$ cat src/rtl/pwm_pkg.sv
// Shared constants, state type and level decoder for the PWM capture block.
package pwm_pkg;

  localparam int unsigned PWM_PERIOD = 256;
  localparam int unsigned PWM_STEP   = 17;
  localparam int unsigned HEX_W      = 4;
  localparam int unsigned HEX_MAX    = 15;

  typedef enum logic [1:0] {S_SYNC, S_HIGH, S_LOW} cap_state_t;

  // Recovered level = number of thresholds 17k-8 (k = 1..15) reached by the high time.
  function automatic logic [HEX_W-1:0] duty_to_hex(input logic [15:0] h);
    logic [HEX_W-1:0] lvl;
    lvl = '0;
    for (int unsigned k = 1; k <= HEX_MAX; k++) begin
      if (h >= 16'(PWM_STEP * k - PWM_STEP / 2)) lvl = lvl + HEX_W'(1);
    end
    return lvl;
  endfunction

endpackage

$ cat src/rtl/pwm_capture_if.sv
// PWM line in, recovered level and status out.
interface pwm_capture_if;
  import pwm_pkg::*;

  logic             pwm_in;
  logic [HEX_W-1:0] hex_out;
  logic             valid;
  logic             locked;
  logic             period_err;

  modport master (output pwm_in, input hex_out, valid, locked, period_err);
  modport slave  (input pwm_in, output hex_out, valid, locked, period_err);
endinterface

$ cat src/rtl/pwm_sync_edge.sv
// Synchronizes the asynchronous PWM line and flags its rising/falling edges.
module pwm_sync_edge #(
  parameter int unsigned SYNC_STAGES = 2
) (
  input  logic clk,
  input  logic rst,
  input  logic pwm_i,
  output logic pwm_s_o,
  output logic rise_o,
  output logic fall_o
);

  logic [SYNC_STAGES-1:0] sync_q;
  logic                   rise_q;
  logic                   fall_q;

  // Edge flags come from the last two taps, so they align with pwm_s versus pwm_s one cycle back.
  always_ff @(posedge clk or negedge rst) begin
    if (!rst) begin
      sync_q <= '0;
      rise_q <= 1'b0;
      fall_q <= 1'b0;
    end else begin
      sync_q <= {sync_q[SYNC_STAGES-2:0], pwm_i};
      rise_q <= sync_q[SYNC_STAGES-2] & ~sync_q[SYNC_STAGES-1];
      fall_q <= ~sync_q[SYNC_STAGES-2] & sync_q[SYNC_STAGES-1];
    end
  end

  assign pwm_s_o = sync_q[SYNC_STAGES-1];
  assign rise_o  = rise_q;
  assign fall_o  = fall_q;

endmodule

$ cat src/rtl/pwm_capture.sv
// Measures high time and period of a PWM line and recovers the 4-bit level behind it.
module pwm_capture
  import pwm_pkg::*;
#(
  parameter int unsigned PERIOD      = PWM_PERIOD,
  parameter int unsigned PERIOD_TOL  = 2,
  parameter int unsigned TIMEOUT     = 512,
  parameter int unsigned SYNC_STAGES = 2
) (
  input logic          clk,
  input logic          rst,
  pwm_capture_if.slave cap
);

  localparam int unsigned      CNT_W     = $clog2(TIMEOUT + 1);
  localparam int unsigned      P_W       = CNT_W + 1;
  localparam logic [CNT_W-1:0] CNT_MAX   = '1;
  localparam logic [CNT_W-1:0] IDLE_LAST = CNT_W'(TIMEOUT - 1);
  localparam logic [P_W-1:0]   P_MIN     = P_W'(PERIOD - PERIOD_TOL);
  localparam logic [P_W-1:0]   P_MAX     = P_W'(PERIOD + PERIOD_TOL);

  logic             pwm_s, rise, fall, any_edge;
  cap_state_t       state_q, state_d;
  logic [CNT_W-1:0] high_q, high_d, low_q, low_d, idle_q, idle_d;
  logic [HEX_W-1:0] hex_q, hex_d;
  logic             valid_q, valid_d, locked_q, locked_d, err_q, err_d;
  logic [P_W-1:0]   period_c;
  logic             period_ok;

  pwm_sync_edge #(.SYNC_STAGES(SYNC_STAGES)) u_sync_edge (
    .clk    (clk),
    .rst    (rst),
    .pwm_i  (cap.pwm_in),
    .pwm_s_o(pwm_s),
    .rise_o (rise),
    .fall_o (fall)
  );

  assign any_edge  = rise | fall;
  assign period_c  = P_W'(high_q) + P_W'(low_q);
  assign period_ok = (period_c >= P_MIN) && (period_c <= P_MAX);

  // State, counters and result registers.
  always_ff @(posedge clk or negedge rst) begin
    if (!rst) begin
      state_q  <= S_SYNC;
      high_q   <= '0;
      low_q    <= '0;
      idle_q   <= '0;
      hex_q    <= '0;
      valid_q  <= 1'b0;
      locked_q <= 1'b0;
      err_q    <= 1'b0;
    end else begin
      state_q  <= state_d;
      high_q   <= high_d;
      low_q    <= low_d;
      idle_q   <= idle_d;
      hex_q    <= hex_d;
      valid_q  <= valid_d;
      locked_q <= locked_d;
      err_q    <= err_d;
    end
  end

  // Measurement FSM; a stuck-line timeout overrides it, but any edge suppresses the timeout.
  always_comb begin
    state_d  = state_q;
    high_d   = high_q;
    low_d    = low_q;
    idle_d   = idle_q;
    hex_d    = hex_q;
    valid_d  = 1'b0;
    locked_d = locked_q;
    err_d    = 1'b0;

    if (any_edge) begin
      idle_d = '0;
    end else if (idle_q != CNT_MAX) begin
      idle_d = idle_q + CNT_W'(1);
    end

    case (state_q)
      S_SYNC: begin
        if (rise) begin
          high_d  = CNT_W'(1);
          low_d   = '0;
          state_d = S_HIGH;
        end
      end
      S_HIGH: begin
        if (fall) begin
          low_d   = CNT_W'(1);
          state_d = S_LOW;
        end else if (pwm_s && high_q != CNT_MAX) begin
          high_d = high_q + CNT_W'(1);
        end
      end
      S_LOW: begin
        if (rise) begin
          if (period_ok) begin
            hex_d    = duty_to_hex(16'(high_q));
            valid_d  = 1'b1;
            locked_d = 1'b1;
          end else begin
            err_d    = 1'b1;
            locked_d = 1'b0;
          end
          high_d  = CNT_W'(1);
          low_d   = '0;
          state_d = S_HIGH;
        end else if (!pwm_s && low_q != CNT_MAX) begin
          low_d = low_q + CNT_W'(1);
        end
      end
      default: state_d = S_SYNC;
    endcase

    if (!any_edge && idle_q == IDLE_LAST) begin
      hex_d    = pwm_s ? HEX_W'(HEX_MAX) : '0;
      valid_d  = 1'b1;
      locked_d = 1'b0;
      state_d  = S_SYNC;
    end
  end

  assign cap.hex_out    = hex_q;
  assign cap.valid      = valid_q;
  assign cap.locked     = locked_q;
  assign cap.period_err = err_q;

endmodule

$ cat src/flat_wrapper.sv
// flat-port wrapper written by rule: the top's interface ports become plain ports
module pwm_capture_flat import pwm_pkg::*;
#(
  parameter int unsigned PERIOD      = PWM_PERIOD,
  parameter int unsigned PERIOD_TOL  = 2,
  parameter int unsigned TIMEOUT     = 512,
  parameter int unsigned SYNC_STAGES = 2
)
  (clk, rst, cap_pwm_in, cap_hex_out, cap_valid, cap_locked, cap_period_err);
  pwm_capture_if cap_i ();
  input logic clk;
  input logic rst;
  input wire logic [$bits(cap_i.pwm_in)-1:0] cap_pwm_in;
  output wire logic [$bits(cap_i.hex_out)-1:0] cap_hex_out;
  output wire logic [$bits(cap_i.valid)-1:0] cap_valid;
  output wire logic [$bits(cap_i.locked)-1:0] cap_locked;
  output wire logic [$bits(cap_i.period_err)-1:0] cap_period_err;
  assign cap_i.pwm_in = cap_pwm_in;
  assign cap_hex_out = cap_i.hex_out;
  assign cap_valid = cap_i.valid;
  assign cap_locked = cap_i.locked;
  assign cap_period_err = cap_i.period_err;
  pwm_capture #(.PERIOD(PERIOD), .PERIOD_TOL(PERIOD_TOL), .TIMEOUT(TIMEOUT), .SYNC_STAGES(SYNC_STAGES)) u_core (.clk(clk), .rst(rst), .cap(cap_i));
endmodule
$ cat config.mk
export PLATFORM = sky130hd
export DESIGN_NAME = pwm_capture_flat
export DESIGN_NICKNAME = d
export VERILOG_FILES = /design/src/rtl/pwm_pkg.sv /design/src/rtl/pwm_capture_if.sv /design/src/rtl/pwm_sync_edge.sv /design/src/rtl/pwm_capture.sv /design/src/flat_wrapper.sv
export SDC_FILE = /design/constraint.sdc
export NUM_CORES = 1
export LEC_CHECK = 0
export ABC_AREA = 1
export CORE_AREA = 2 2 93 95
export DETAILED_ROUTE_END_ITERATION = 10
export DIE_AREA = 0 0 95 97
export PLACE_DENSITY_LB_ADDON = 0.3
export SYNTH_ARGS = -nofsm -noshare
export SYNTH_HDL_FRONTEND = slang
export SYNTH_SLANG_ARGS = --single-unit
$ cat constraint.sdc
create_clock -name clk -period 8.64 [get_ports clk]
set_input_delay 0.864 -clock clk [delete_from_list [all_inputs] [get_ports clk]]
set_output_delay 0.864 -clock clk [all_outputs]
set_load 0.005 [all_outputs]
==> flow_metrics.env, run 1 <==
export IMPL_cts_sinks=43
export IMPL_wl_per_cell_um=12.1
export IMPL_crit_buf_inv=6
export IMPL_clkTransAtPathRegs_ps=90
export IMPL_synthesis_nets=757
export IMPL_finalWirelength_um=10200
export IMPL_numPortBuffers=9
export IMPL_end_kind="flop"
export IMPL_regArea_um2=1080
export IMPL_peakVddDrop_mv=0.147
export IMPL_status="complete, no violations"
export IMPL_hold_class="reg2reg"
export IMPL_fin_crit_ps=7570
export IMPL_drv_slew=0
export IMPL_cp_top_family="simple AND/OR/NAND/NOR gates"
export IMPL_via_per_inst=5.45
export IMPL_worstPathArrival_ps=7760
export IMPL_utilization=0.612
export IMPL_cts_setup_buffers=0
export IMPL_antenna_found_initial=0
export IMPL_finalClockSkew_ps=7.44
export IMPL_io_pins=10
export IMPL_syn_cell_area_um2=4700
export IMPL_root_buffer="clkbuf_8"
export IMPL_grt_ovfl_total=0
export IMPL_mostFrequentLayoutCells="nand2_1 (184), inv_1 (118), nand3_1 (86)"
export IMPL_crit_top_cell="nand2_1"
export IMPL_grt_max_degree=44
export IMPL_dieArea_um2=9220
export IMPL_initial_utilization=0.577
export IMPL_fmax_ghz=0.132
export IMPL_hold_viol=0
export IMPL_dp_hpwl_um=8310
export IMPL_crit_path_top_delay_cell="dfrtp_1"
export IMPL_antenna_cells=0
export IMPL_dr_pass1_iters=4
export IMPL_grt_usage=0.241
export IMPL_dieHeight_um=97
export IMPL_switching_share=0.425
export IMPL_dp_slack_ps=1100
export IMPL_fillers=735
export IMPL_p_per_area_nw_per_um2=124
export IMPL_ys_seq_elements=43
export IMPL_clkPwrFrac=0.210
export IMPL_hold_buffers=0
export IMPL_holdWs_ps=407
export IMPL_core_rowCount=33
export IMPL_power_internal_uw=354
export IMPL_htreeDepth=2
export IMPL_setup_viol=0
export IMPL_coreArea_um2=8130
export IMPL_nets=770
export IMPL_dp_cells=830
export IMPL_syn_area_per_cell_um2=6.53
export IMPL_fp_dieW_um=95
export IMPL_globalplace_congestion=0.945
export IMPL_start_kind="flop"
export IMPL_drc_errors=0
export IMPL_path_max_fanout=7
export IMPL_p_switching_uw=262
export IMPL_drive_gt1_frac=0.0969
export IMPL_numCtsBuffers=5
export IMPL_final_cells=838
export IMPL_timing_slew_headroom=0.369
export IMPL_vias=4568
export IMPL_syn_inst=719
export IMPL_p_leak_uw=0.00273
export IMPL_synth_distinct_cells=49
export IMPL_drv_cap=0
export IMPL_worst_pin_slew_ps=946
export IMPL_grt_pass1_wl_um=18600
export IMPL_p_comb_frac=0.393
export IMPL_rsz0062_at_grt="false"
export IMPL_cts_resized=0
export IMPL_seq_area_frac_synth=0.229
export IMPL_cts_buffer_depth=2
export IMPL_fin_crit_sh=0.877
export IMPL_drt_initial_drc_count=232
export IMPL_multi_input_comb_area_um2=3120
export IMPL_syn_to_final_growth_pct=5.99
export IMPL_ant_nets=0
export IMPL_crit_required_ps=8830
export IMPL_synth_warnings=0
export IMPL_max_stage_delay_ps=540
export IMPL_tns_ps=0
export IMPL_clk_latency_ps=300
export IMPL_final_setup_worst_slack_ps=1070
export IMPL_cts_tree="built"
export IMPL_seq_power_share=0.397
export IMPL_final_common_cell="nand2_1"
export IMPL_grt_pass1_vias=4458
export IMPL_critPathKind="reg2reg"
## logic make-up (layout without fill, tap and decap cells)
family | Yosys count | after routing | synth area share
AOI/OAI and AO/OA | 82 | 82 | 0.109
xor gates and xnor gates | 14 | 14 | 0.0261
adders and majority gates | 35 | 35 | 0.0948
buffers and inverters | 130 | 144 | 0.106
DFF | 43 | 43 | 0.229
and+or+nand+nor | 415 | 415 | 0.436
## through the flow
stage | instance area (µm²) | power, µW
after floorplan | 4700 | 421
after global placement | 4890 | 477
after detailed placement | 4890 | 487
after CTS | 4980 | 617
after global routing | 4980 | 669
final | 4980 | 615
## flip-flops by register name, summed over array words and instances, names as in the netlist
| name | cells |
|---|---|
| u_core.high_q | 10 |
| u_core.idle_q | 10 |
| u_core.low_q | 10 |
| u_core.cap.hex_out | 4 |
| u_core.state_q | 2 |
| u_core.u_sync_edge.sync_q | 2 |
| u_core.cap.locked | 1 |
| u_core.cap.period_err | 1 |
| u_core.cap.valid | 1 |
| u_core.u_sync_edge.fall_o | 1 |
| u_core.u_sync_edge.rise_o | 1 |
## synthesized netlist by cell type (all sizes together)
master	count	area, µm²
a2111oi	1	8.76
a211oi	6	45.0
a21o	1	7.51
a21oi	21	105
a22oi	2	15.0
a31oi	7	58.8
a41o	1	10.0
and2	3	18.8
and3	1	6.26
buf	3	20.0
clkinv	1	3.75
dfrtp	43	1080
fa	1	20.0
ha	34	425
inv	126	473
nand2	213	927
nand3	98	596
nand3b	2	15.0
nand4	9	56.3
nor2	66	297
nor3	12	60.1
nor3b	1	7.51
nor4	3	18.8
o2111a	1	11.3
o211ai	3	22.5
o21a	1	7.51
o21ai	29	149
o21bai	3	22.5
o22ai	1	6.26
o311ai	1	8.76
o31ai	2	15.0
o32ai	1	8.76
o41ai	1	8.76
or2	7	43.8
xnor2	3	26.3
xor2	11	96.3
## metal layers
layer	GRT usage	wire, µm	up-vias	share of wire
met4	0.0959	216	0	0.021
li1	-	-	2363	-
met5	0	0	-	0
met2	0.418	5200	88	0.51
met1	0.299	4410	2093	0.43
met3	0.0296	338	24	0.033
## worst paths after layout
| check | from | to | slack [ps] | cells past startpoint |
|---|---|---|---|---|
| min in group asynchronous | rst | u_core.idle_q[3] | 710 | 1 |
| worst max-delay path | u_core.high_q[1] | u_core.cap.hex_out[1] | 1070 | 49 |
| worst min register to register | u_core.u_sync_edge.sync_q[0] | u_core.u_sync_edge.sync_q[1] | 410 | 0 |
| worst min-delay path | u_core.u_sync_edge.sync_q[0] | u_core.u_sync_edge.sync_q[1] | 410 | 0 |
| worst max register to register | u_core.high_q[1] | u_core.cap.hex_out[1] | 1070 | 49 |
| max in group asynchronous | rst | u_core.high_q[7] | 7350 | 1 |
## area by class of cell
cell class,instances,share of cell area
multi-input cells,546,0.628
flip-flops and latches,43,0.216
inverters,127,0.0958
well taps,105,0.0264
repair buffers,9,0.0171
clock buffers,6,0.0146
clock inverters,2,0.00251
## power by group through the flow
stage	Combinational, µW	Clock (µW)	Sequential (µW)
2_1_floorplan	181	0	240
3_3_place_gp	231	0	246
3_5_place_dp	239	0	248
4_1_cts	241	133	244
5_1_grt	280	142	247
6_report	242	129	244
Note: power is estimated with default switching activity, not from simulation.
==> inputs of run 2 (changes only) <==
--- a/config.mk
+++ b/config.mk
@@ -6,10 +6,14 @@
 export NUM_CORES = 1
 export LEC_CHECK = 0
 export ABC_AREA = 1
-export CORE_AREA = 2 2 93 95
+export CELL_PAD_IN_SITES_DETAIL_PLACEMENT = 1
+export CELL_PAD_IN_SITES_GLOBAL_PLACEMENT = 1
+export CORE_AREA = 2 2 105 107
+export CTS_CLUSTER_SIZE = 30
 export DETAILED_ROUTE_END_ITERATION = 10
-export DIE_AREA = 0 0 95 97
+export DIE_AREA = 0 0 107 109
 export PLACE_DENSITY_LB_ADDON = 0.3
+export REMOVE_ABC_BUFFERS = 1
 export SYNTH_ARGS = -nofsm -noshare
 export SYNTH_HDL_FRONTEND = slang
 export SYNTH_SLANG_ARGS = --single-unit
==> flow_metrics.env, run 2 (synthesized netlist as in run 1, its figures left out) <==
export IMPL_status="complete, no violations"
export IMPL_grt_max_degree=44
export IMPL_grt_usage=0.226
export IMPL_drv_slew=0
export IMPL_worstHoldPathCells=0
export IMPL_reg_largest_list="u_core.high_q: 10 flops, u_core.idle_q: 10 flops, u_core.low_q: 10 flops"
export IMPL_grt_pass1_wl_um=21900
export IMPL_hold_viol=0
export IMPL_grt_ovfl_total=0
export IMPL_cts_resized=0
export IMPL_fp_dieW_um=107
export IMPL_max_stage_delay_ps=540
export IMPL_setup_viol=0
export IMPL_finalClockSkew_ps=7.70
export IMPL_htreeDepth=2
export IMPL_multi_input_comb_area_um2=3120
export IMPL_coreArea_um2=10600
export IMPL_final_area_um2=5030
export IMPL_wl_per_cell_um=14.3
export IMPL_dpl_instance_area_um2=4940
export IMPL_crit_top_cell="nand2_1"
export IMPL_dieArea_um2=11700
export IMPL_hold_class="reg2reg"
export IMPL_crit_required_ps=8820
export IMPL_root_buffer="clkbuf_8"
export IMPL_clkTransAtPathRegs_ps=90
export IMPL_drc_errors=0
export IMPL_worstRegToRegCells=49
export IMPL_fin_crit_ps=7720
export IMPL_drv_cap=0
export IMPL_hold_buffers=0
export IMPL_fmax_ghz=0.129
export IMPL_worst_pin_slew_ps=996
export IMPL_finalWirelength_um=12500
export IMPL_final_common_cell="nand2_1"
export IMPL_utilization=0.474
export IMPL_dp_hpwl_um=10300
export IMPL_syn_to_final_growth_pct=7.09
export IMPL_p_leak_uw=0.00273
export IMPL_core_rowCount=38
export IMPL_tns_ps=0
export IMPL_timing_slew_headroom=0.336
export IMPL_fillers=1470
export IMPL_cts_tree="built"
export IMPL_antenna_cells=0
export IMPL_p_per_area_nw_per_um2=126
export IMPL_start_kind="flop"
export IMPL_path_max_fanout=7
export IMPL_end_kind="flop"
export IMPL_globalplace_congestion=0.860
export IMPL_rsz0062_at_grt="false"
export IMPL_cts_setup_buffers=0
export IMPL_io_pins=10
export IMPL_grt_pass1_vias=4897
export IMPL_critPathKind="reg2reg"
export IMPL_crit_path_top_delay_cell="dfrtp_1"
export IMPL_dr_pass1_iters=4
export IMPL_drt_initial_drc_count=135
export IMPL_ant_nets=0
export IMPL_worstPathArrival_ps=7910
export IMPL_clk_latency_ps=300
export IMPL_dieHeight_um=109
export IMPL_peakVddDrop_mv=0.129
export IMPL_regArea_um2=1080
export IMPL_vias=4633
export IMPL_antenna_found_initial=0
export IMPL_fin_crit_sh=0.894
export IMPL_initial_utilization=0.443
export IMPL_numPortBuffers=9
export IMPL_cts_sinks=43
export IMPL_via_per_inst=5.31
export IMPL_cts_buffer_depth=2
export IMPL_numCtsBuffers=5
export IMPL_mostFrequentLayoutCells="nand2_1 (184), inv_1 (118), nand3_1 (86)"
export IMPL_drive_gt1_frac=0.0982
export IMPL_nets=770
[run 2: cell count changes in the layout (fill, tap and decap cells not counted), sizes merged]
cell,change
clkbuf,-1
clkinv,-1
clkinvlp,+1
inv,+1
[run 2: report_power, final]
part	switching, µW	internal [µW]	total [µW]
Clock	75.9	57.8	134
Combinational	177	78.5	256
Sequential	24.6	220	244
Total	278	356	634
[run 2: final timing paths]
kind,startpoint,end,slack (ps)
max in group asynchronous,rst,u_core.low_q[7],7300
min in group asynchronous,rst,u_core.high_q[7],730
min,u_core.u_sync_edge.sync_q[0],u_core.u_sync_edge.sync_q[1],410
max,u_core.high_q[1],u_core.cap.hex_out[1],920
min reg2reg,u_core.u_sync_edge.sync_q[0],u_core.u_sync_edge.sync_q[1],410
max reg2reg,u_core.high_q[1],u_core.cap.hex_out[1],920
[run 2: layout make-up]
cell class	instances	area share
tap	140	0.0348
clock inverter	3	0.00473
inverter	127	0.0948
timing repair buffer	9	0.0169
clock buffer	5	0.0137
sequential	43	0.214
multi-input combinational	546	0.621
[run 2: critical path: cells and delay by family, from the launching register on]
family,cells,cell delay (ps)
simple gates,30,3170
compound gates,4,890
fa+ha+maj,9,2480
buf+inv,6,510
flops,1,540
[run 2: per-stage QoR]
stage | power [µW] | setup slack, ps | cells | hold WS, ps
final | 634 | 915 | 873 | 415
after global routing | 685 | 190 | 873 | 430
after floorplan | 421 | 1880 | 716 | 374
after detailed placement | 505 | 929 | 865 | 393
after CTS | 642 | 859 | 873 | 416
after global placement | 484 | 1330 | 865 | 384
[run 2: routing by layer]
layer | GRT usage | vias to the layer above | part of all wire
li1 | - | 2359 | -
met1 | 0.265 | 2227 | 0.44
met2 | 0.442 | 30 | 0.54
met3 | 0.0185 | 17 | 0.011
met4 | 0.0557 | 0 | 0.015
met5 | 0 | - | 0
